--- config.mk ---
export PLATFORM = sky130hd
export DESIGN_NAME = ascon_output_serializer
export DESIGN_NICKNAME = d
export VERILOG_FILES = /design/src/rtl/ascon_pkg.sv /design/src/rtl/ascon_sync_fifo.sv /design/src/rtl/ascon_output_serializer.sv
export SDC_FILE = /design/constraint.sdc
export NUM_CORES = 1
export LEC_CHECK = 0
export CAP_MARGIN = 25
export CELL_PAD_IN_SITES_DETAIL_PLACEMENT = 1
export CELL_PAD_IN_SITES_GLOBAL_PLACEMENT = 1
export CORE_ASPECT_RATIO = 0.9
export CORE_UTILIZATION = 30
export CTS_CLUSTER_DIAMETER = 120
export DETAILED_ROUTE_END_ITERATION = 12
export PLACE_DENSITY_LB_ADDON = 0.08
export REMOVE_ABC_BUFFERS = 1
export SYNTH_ARGS = -nofsm -noshare
export SYNTH_HDL_FRONTEND = slang
export SYNTH_SLANG_ARGS = --single-unit
--- constraint.sdc ---
create_clock -name clock -period 5 [get_ports clock]
set_clock_uncertainty 0.2 [all_clocks]
set_input_delay 0.75 -clock clock [delete_from_list [all_inputs] [get_ports clock]]
set_output_delay 0.75 -clock clock [all_outputs]
set_load 0.05 [all_outputs]
--- src/rtl/ascon_pkg.sv ---
// Shared widths and serializer state encoding for the ASCON output path.
package ascon_pkg;

    localparam int CIPHER_WIDTH = 64;
    localparam int TAG_WIDTH    = 128;
    localparam int OUT_WIDTH    = 32;

    typedef enum logic [2:0] {
        S_IDLE,
        S_CIPHER_HI,
        S_CIPHER_LO,
        S_TAG_0,
        S_TAG_1,
        S_TAG_2,
        S_TAG_3
    } ser_state_e;

    function automatic logic is_tag_state(input ser_state_e s);
        return s inside {S_TAG_0, S_TAG_1, S_TAG_2, S_TAG_3};
    endfunction

endpackage

--- src/rtl/ascon_sync_fifo.sv ---
// Show-ahead synchronous FIFO; a push into a full FIFO succeeds only when a pop happens in the same cycle.
module ascon_sync_fifo #(
    parameter int DEPTH = 4,
    parameter int WIDTH = 64
) (
    input  logic             clock_i,
    input  logic             reset_i,
    input  logic             clear_i,
    input  logic             push_i,
    input  logic [WIDTH-1:0] wr_data_i,
    input  logic             pop_i,
    output logic [WIDTH-1:0] rd_data_o,
    output logic             full_o,
    output logic             empty_o
);

    localparam int AW = $clog2(DEPTH);
    localparam logic [AW:0] PTR_ONE = 1;

    logic [WIDTH-1:0] mem_q [DEPTH];
    logic [AW:0]      wr_ptr_q, wr_ptr_d;
    logic [AW:0]      rd_ptr_q, rd_ptr_d;
    logic             do_push, do_pop;

    // Pointers carry one extra wrap bit so full and empty are distinguishable.
    assign empty_o   = (wr_ptr_q == rd_ptr_q);
    assign full_o    = (wr_ptr_q[AW] != rd_ptr_q[AW]) &&
                       (wr_ptr_q[AW-1:0] == rd_ptr_q[AW-1:0]);
    assign do_pop    = pop_i && !empty_o;
    assign do_push   = push_i && (!full_o || do_pop);
    assign rd_data_o = mem_q[rd_ptr_q[AW-1:0]];

    always_comb begin
        wr_ptr_d = do_push ? wr_ptr_q + PTR_ONE : wr_ptr_q;
        rd_ptr_d = do_pop  ? rd_ptr_q + PTR_ONE : rd_ptr_q;
    end

    always_ff @(posedge clock_i) begin
        if (reset_i || clear_i) begin
            wr_ptr_q <= '0;
            rd_ptr_q <= '0;
        end else begin
            wr_ptr_q <= wr_ptr_d;
            rd_ptr_q <= rd_ptr_d;
        end
    end

    // NOTE: storage is deliberately not reset; the pointers alone define which entries are valid.
    always_ff @(posedge clock_i) begin
        if (do_push) begin
            mem_q[wr_ptr_q[AW-1:0]] <= wr_data_i;
        end
    end

endmodule

--- src/rtl/ascon_output_serializer.sv ---
// Buffers 64-bit cipher words and the 128-bit tag from the ASCON core and streams them as 32-bit words.
module ascon_output_serializer
    import ascon_pkg::*;
#(
    parameter int FIFO_DEPTH = 4
) (
    input  logic                    clock,
    input  logic                    reset,
    input  logic                    i_sys_enable,
    input  logic                    i_valid_cipher,
    input  logic [CIPHER_WIDTH-1:0] i_cipher,
    input  logic                    i_done,
    input  logic [TAG_WIDTH-1:0]    i_tag,
    input  logic                    i_out_ready,
    output logic                    o_out_valid,
    output logic [OUT_WIDTH-1:0]    o_out_data,
    output logic                    o_out_is_tag,
    output logic                    o_out_last,
    output logic                    o_overflow,
    output logic                    o_busy
);

    ser_state_e               state_q, state_d;
    logic                     cap_cipher_q, cap_tag_q;
    logic                     tag_pending_q, tag_pending_d;
    logic                     overflow_q, overflow_d;
    logic [TAG_WIDTH-1:0]     tag_q, tag_d;
    logic [TAG_WIDTH-1:0]     out_buf_q, out_buf_d;

    logic                     fifo_push, fifo_pop, fifo_full, fifo_empty;
    logic [CIPHER_WIDTH-1:0]  fifo_rd_data, cipher_src;
    logic                     xfer, cipher_avail, load_cipher, tag_done;
    logic                     tag_accept, tag_drop, cipher_drop;

    ascon_sync_fifo #(
        .DEPTH (FIFO_DEPTH),
        .WIDTH (CIPHER_WIDTH)
    ) u_fifo (
        .clock_i   (clock),
        .reset_i   (reset),
        .clear_i   (!i_sys_enable),
        .push_i    (fifo_push),
        .wr_data_i (i_cipher),
        .pop_i     (fifo_pop),
        .rd_data_o (fifo_rd_data),
        .full_o    (fifo_full),
        .empty_o   (fifo_empty)
    );

    assign xfer         = (state_q != S_IDLE) && i_out_ready;
    // A word still in its capture cycle bypasses the empty FIFO so it reaches the output one cycle sooner.
    assign cipher_avail = !fifo_empty || cap_cipher_q;
    assign cipher_src   = fifo_empty ? i_cipher : fifo_rd_data;

    // NOTE: every signal gets a default before the case so no path leaves it unassigned (no latch).
    always_comb begin
        state_d     = state_q;
        out_buf_d   = out_buf_q;
        load_cipher = 1'b0;
        tag_done    = 1'b0;

        if (xfer) begin
            out_buf_d = {out_buf_q[TAG_WIDTH-OUT_WIDTH-1:0], {OUT_WIDTH{1'b0}}};
        end

        case (state_q)
            S_IDLE: begin
                if (cipher_avail) begin
                    load_cipher = 1'b1;
                    state_d     = S_CIPHER_HI;
                end else if (tag_pending_q) begin
                    out_buf_d = tag_q;
                    state_d   = S_TAG_0;
                end else if (cap_tag_q) begin
                    out_buf_d = i_tag;
                    state_d   = S_TAG_0;
                end
            end
            S_CIPHER_HI: if (xfer) state_d = S_CIPHER_LO;
            S_CIPHER_LO: begin
                if (xfer) begin
                    if (cipher_avail) begin
                        load_cipher = 1'b1;
                        state_d     = S_CIPHER_HI;
                    end else begin
                        state_d = S_IDLE;
                    end
                end
            end
            S_TAG_0: if (xfer) state_d = S_TAG_1;
            S_TAG_1: if (xfer) state_d = S_TAG_2;
            S_TAG_2: if (xfer) state_d = S_TAG_3;
            S_TAG_3: begin
                if (xfer) begin
                    tag_done = 1'b1;
                    state_d  = S_IDLE;
                end
            end
            default: state_d = S_IDLE;
        endcase

        if (load_cipher) begin
            out_buf_d = {cipher_src, {(TAG_WIDTH-CIPHER_WIDTH){1'b0}}};
        end
    end

    always_comb begin
        fifo_pop      = load_cipher && !fifo_empty;
        fifo_push     = cap_cipher_q && !(load_cipher && fifo_empty);
        cipher_drop   = fifo_push && fifo_full && !fifo_pop;
        // The tag slot frees on the final tag transfer, so a capture in that same cycle is kept.
        tag_accept    = cap_tag_q && (!tag_pending_q || tag_done);
        tag_drop      = cap_tag_q && !tag_accept;
        tag_d         = tag_accept ? i_tag : tag_q;
        tag_pending_d = tag_accept || (tag_pending_q && !tag_done);
        overflow_d    = overflow_q || cipher_drop || tag_drop;
    end

    // Disabling the system clears the block exactly as reset does.
    always_ff @(posedge clock) begin
        if (reset || !i_sys_enable) begin
            state_q       <= S_IDLE;
            cap_cipher_q  <= 1'b0;
            cap_tag_q     <= 1'b0;
            tag_pending_q <= 1'b0;
            overflow_q    <= 1'b0;
            tag_q         <= '0;
            out_buf_q     <= '0;
        end else begin
            state_q       <= state_d;
            cap_cipher_q  <= i_valid_cipher;
            cap_tag_q     <= i_done;
            tag_pending_q <= tag_pending_d;
            overflow_q    <= overflow_d;
            tag_q         <= tag_d;
            out_buf_q     <= out_buf_d;
        end
    end

    assign o_out_valid  = (state_q != S_IDLE);
    assign o_out_data   = out_buf_q[TAG_WIDTH-1 -: OUT_WIDTH];
    assign o_out_is_tag = is_tag_state(state_q);
    assign o_out_last   = (state_q == S_TAG_3);
    assign o_overflow   = overflow_q;
    assign o_busy       = !fifo_empty || tag_pending_q || cap_cipher_q || cap_tag_q ||
                          (state_q != S_IDLE);

endmodule

---- After elaboration in Yosys (flattened, before gate mapping) ----
Memory sizes are Yosys's and may differ from the RTL's. A register that Yosys moved wholly into a read port is not among the register bits.
Cells that the tools add are included.
storage, ports and cells
  memory bits (writable) .................. 256
  output and inout bits ................... 37
  bits in registers ....................... 269
  memories ................................ 1
  word-level logic and storage cells ...... 92
cells by class
  reduce and logical (&&, ||, !) cells .... 36
  multiplexer cells ....................... 27
  $add $sub $neg .......................... 2
  equal/unequal tests ..................... 16
memory list
  memory        depth  bits a word  read ports  clocked after Yosys merged registers in  wr ports  line                   source
  u_fifo.mem_q  4      64           1           1                                        1         ascon_sync_fifo.sv:20  logic [WIDTH-1:0] mem_q [DEPTH];
operators with widths
  operator                                                                 count
  128-bit 2-to-1 mux                                                       6
  64-bit 2-to-1 mux                                                        1
  3-bit 2-to-1 mux                                                         9
  3-bit case mux with 7 select lines                                       1
  1-bit logical AND                                                        12
  1-bit logical OR                                                         11
  2-bit inequality test, second input constant                             5
  3-bit == test, second input constant                                     3
  1-bit zero test                                                          8
  1-bit 2-to-1 mux                                                         7
  7-bit AND reduction                                                      1
  3-bit by 1-bit adder with 3-bit output, second input constant            2
  3-bit by 2-bit == test with 1-bit output, second input constant          2
  2-bit 2-to-1 mux                                                         2
  4-bit inequality test, second input constant                             1
  4-bit nonzero test                                                       1
  3-bit by 1-bit == test with 1-bit output, second input constant          1
  3-bit == test                                                            1
  3-bit zero test                                                          1
  3-bit nonzero test                                                       1
  2-bit == test                                                            1
  2-bit by 1-bit inequality test with 1-bit output, second input constant  1
  1-bit case mux with 2 select lines                                       1
  2-bit OR reduction                                                       1
  1-bit inequality test                                                    1

---- Depth between registers and ports, before layout ----
  depth after elaboration ................. 13
  depth in mapped cells ................... 8

---- Hierarchy ----
From an unflattened synthesis, not the netlist that was laid out.
second synthesis, totals
  cells, all modules ...................... 2088
  area total of the unflattened synthesis .. 22967.0 um2
modules (own cells, without submodules)
  module                   seq. area each (um2)  cells each  instances  area an instance (um2)
  ascon_output_serializer  5265.0                1699        1          13271.5
  ascon_sync_fifo          7847.5                389         1          9695.5

---- Least setup slack after synthesis ----
No wires, ideal clock.
  kind .................................... input to register
  from .................................... input i_out_ready
  to ...................................... memory u_fifo.mem_q[0][0] (enable)
  arrival time ............................ 3292 ps
  required time ........................... 4371 ps
  path buffers ............................ 3
  stages .................................. 7
  slack ................................... 1080 ps
  path through ............................ buf_2 > nor2b_1 > buf_2 > buf_4 > nor3_1 > o31a_1 > and2_1
between the ends
  longest elaborated chain between the ends .. 9
ends and longest elaborated chain
  element                                                       line                                                            source
  start: declaration                                            ascon_output_serializer.sv:14                                   input logic i_out_ready,
  1-bit logical AND (*)                                         ascon_output_serializer.sv:50                                   assign xfer = (state_q != S_IDLE) && i_out_ready;
  1-bit 2-to-1 mux (*)                                          ascon_output_serializer.sv:81                                   if (xfer) begin
  1-bit case mux with 2 select lines (*)                        ascon_output_serializer.sv:66                                   case (state_q)
  1-bit logical AND, on equally long branches                   ascon_output_serializer.sv:109, ascon_output_serializer.sv:108
  1-bit zero test / 1-bit logical AND (equally long branches)   ascon_output_serializer.sv:109, ascon_sync_fifo.sv:29
  1-bit logical AND / 1-bit logical OR (equally long branches)  ascon_output_serializer.sv:109, ascon_sync_fifo.sv:30
  1-bit logical AND (*)                                         ascon_sync_fifo.sv:30                                           assign do_push = push_i && (!full_o || do_pop);
  1-bit 2-to-1 mux (*)                                          ascon_sync_fifo.sv:50                                           if (do_push) begin
  1-bit 2-to-1 mux (not written as such) (*)                    ascon_sync_fifo.sv:51                                           mem_q[wr_ptr_q[AW-1:0]] <= wr_data_i;
  end: declaration                                              ascon_sync_fifo.sv:20
Mark *: on every way between the ends. The rest lies on a longest branch, timed or not.

---- Worst setup path after layout ----
  from .................................... register u_fifo.wr_ptr_q[0]
  to ...................................... output o_busy
between the ends
  longest elaborated chain between the ends .. 6
ends and longest elaborated chain
  element                        line                            source
  start: declaration             ascon_sync_fifo.sv:21           logic [AW:0] wr_ptr_q, wr_ptr_d;
  start signal: assignment       ascon_sync_fifo.sv:43           wr_ptr_q <= wr_ptr_d;
  3-bit == test                  ascon_sync_fifo.sv:26           assign empty_o = (wr_ptr_q == rd_ptr_q);
  1-bit zero test                ascon_output_serializer.sv:145  assign o_busy = !fifo_empty || tag_pending_q || cap_cipher_q || cap_tag_q ||
  1-bit logical OR (4 in a row)  ascon_output_serializer.sv:145
  end: declaration               ascon_output_serializer.sv:20   output logic o_busy
No other way between the ends.

==> results.txt <==
CTS root buffer -> clkbuf_16
Post_cts resized -> 0
Num CTS Buffers -> 59
TritonRoute pass-1 iters -> 10
I/O Buffers -> 234
DRC viols -> 12
Gpl congestion -> 0.8176
Worst Max-Slew Pin Slew -> 1.034 ns
Failing checks -> design-rule violations
Area of the multi-input gates -> 9910 um^2
Slew Viols, Final -> 0
Post-synth EDFFs -> 256
CP startpoint -> u_fifo.wr_ptr_q[0]
Critical path's slowest cell -> clkdlybuf4s50_1
Yosys reg bits -> 527
Layout cells sized above 1 -> 0.1058
Dominant synthesized flop cell -> dfxtp_1
Vias in the first global route -> 19390
Hold Path Depth -> 2
Worst path top cell family by delay -> buffers and inverters
# IOs -> 235
FF-to-FF path depth -> 8
Synthesized area -> 24300 um^2
Commonest non-fill, non-tap cell in the layout -> nand2_1
CTS Sinks -> 527
Crit start category -> register
Max-cap violation count -> 0
Final setup viols -> 0
Setup TNS -> 0 ns
Fin area -> 29300 um^2
Sequential share of the synthesized area -> 0.5397
Most frequent cells in the layout -> nand2_1, dfxtp_1, edfxtp_1, clkdlybuf4s50_1, o21ai_0
Routed wire per std cell -> 24.40 um
Die Ht -> 272.0 um
Clock-pin transition on the worst setup and hold timing paths -> 0.07 ns
Crit path required time -> 4.05 ns
Initial Utilization -> 0.3044
Cell area power density -> 344.9 nW/um^2
Die W -> 302.0 um
Diodes inserted -> 0
Largest net degree at the start of global routing -> 129
Clock buffer depth -> 3
Vias per cell -> 5.375
Worst path buffer plus inverter count -> 2
DPL Wire Length -> 55150 um
Area Overhead vs Synth -> 20.61%
TritonCTS clock tree -> built
Via count -> 18860
Synth unique cells -> 52
Starting DRC count in detailed routing -> 1111
First-pass GRT wire length -> 126800 um
Crit path DAT -> 2.93 ns
Tcrit/Tclk final -> 0.7763
Worst hold path type -> reg -> reg
Leak -> 9.135 nW
Hold Vio Cnt, Final -> 0
FILL cells -> 8610
Wirelength, routed -> 85580 um
Mapped Avg Cell Area -> 10.36 um^2
GRT overflow -> 0
Max incr delay on CP -> 0.71 ns
Peak supply drop -> 270.9 uV
Die Area -> 82130 um^2
Core area -> 79820 um^2
Initial antenna violation count -> 2
Routed Antenna Nets -> 0
Nets -> 2611
H-Tree Level Count -> 2
Fmax -> 257.6 MHz
Synth warn -> 0
Minimum clock period -> 3.882 ns
Status -> finished with violations
Worst R2R Start -> u_fifo.wr_ptr_q[0]
Placed Area -> 27180 um^2
WP depth -> 5
Ys async rst share -> 0
Critical-path cell list -> xnor2_4 -> and4_4 -> and3_1 -> inv_1 -> clkdlybuf4s50_1
Post-Syn Instances -> 2345
Hold-fix buffers, CTS -> 0
GRT Resource Usage Total -> 0.2044
Post-CTS Setup Repair Bufs -> 0
Register Area -> 13130 um^2
CP endpoint kind -> output port
Setup Crit Path Kind -> reg -> out
RSZ-0062 raised after global routing -> false
Max-slew headroom -> 0.3104
Hold Startpoint -> tag_q[31]
Rows -> 98
Worst-Skew Late Latency -> 0.63 ns
Critical Path Fanout Max -> 18
## layer usage
layer / GRT usage / routed length, um / vias up
li1: - / - / 8821
met1: 0.2658 / 37190 / 9522
met2: 0.3497 / 42280 / 389
met3: 0.03103 / 3809 / 120
met4: 0.05968 / 2275 / 4
met5: 0 / 29 / -
## cells by family after synthesis
group	synth area share
fa+ha+maj	0.002575
mux	0.1046
xor+xnor	0.002369
compound gates	0.1655
buf+inv	0.05824
flops	0.5397
simple gates	0.1270
## through the flow
stage / power [mW] / instances / setup slack [ns] / hold slack (ns) / util
final: 10.11 / 3508 / 1.118 / 0.2502 / 0.3671
after global routing: 10.48 / 3508 / 1.019 / 0.2668 / 0.3671
after CTS: 10.25 / 3505 / 1.076 / 0.2532 / 0.3662
after global placement: 5.614 / 3393 / 1.238 / 0.2390 / 0.3402
after detailed placement: 5.627 / 3394 / 1.172 / 0.2446 / 0.3405
after floorplan: 5.138 / 2064 / -6.170 / 0.2332 / -
## where the power goes
part | leakage [nW] | switching, mW | internal (mW)
sequential | 4.50 | 0.0432 | 4.57
clock | 1.00 | 1.87 | 2.71
combinational | 3.64 | 0.572 | 0.334
## worst min-delay path: cells and delay by family, from the launching register on
family / cells / cell delay [ns]
AO/OA/AOI/OAI: 1 / 0.05
flip-flops: 1 / 0.30
AND/OR/NAND/NOR: 1 / 0.05
## layout make-up
cell class                 instances  share of cell area
clock buffer                      81             0.05734
clock inverter                    30             0.01260
inverter                           9            0.001153
multi-input combinational       1528              0.3382
sequential                       527              0.4480
tap                             1050             0.04483
timing repair buffer             283             0.09795
## path summary, 6_finish.rpt
kind         slack, ns             to
max               1.12         o_busy
min               0.25      tag_q[31]
max reg2reg       1.42  out_buf_q[21]
min reg2reg       0.25      tag_q[31]
## cells in the mapped netlist, drive strengths merged (2+ instances only)
cell    number  area, um^2
a211oi      32       240.2
a21boi       2       15.01
a21oi      166       830.8
a221o       64       640.6
a22oi       32       240.2
a31oi      130       813.3
and2         6       37.54
and3         4       25.02
buf        141       855.8
clkbuf     140       525.5
dfxtp      271        5425
edfxtp     256        7687
ha           5       62.56
inv          9       33.78
mux2        96        1081
mux2i        2       20.02
mux4        64        1441
nand2      458        1722
nand2b       2       12.51
nand3      101       505.5
nand3b      32       240.2
nor2         8       30.03
nor2b        2       12.51
nor3         5       30.03
nor4        65       406.6
o21ai      229        1150
o31ai        2       15.01
o41ai        2       17.52
or2          2       12.51
or4          2       15.01
xnor2        4       57.56
## registers in the layout, summed over array words and instances (netlist names), named ones only
signal and flops:
u_fifo.mem_q 256, out_buf_q 128, tag_q 128, state_q 3, u_fifo.rd_ptr_q 3, u_fifo.wr_ptr_q 3, cap_cipher_q 1, cap_tag_q 1
o_overflow 1, tag_pending_q 1
(Power assumes the default switching activity.)
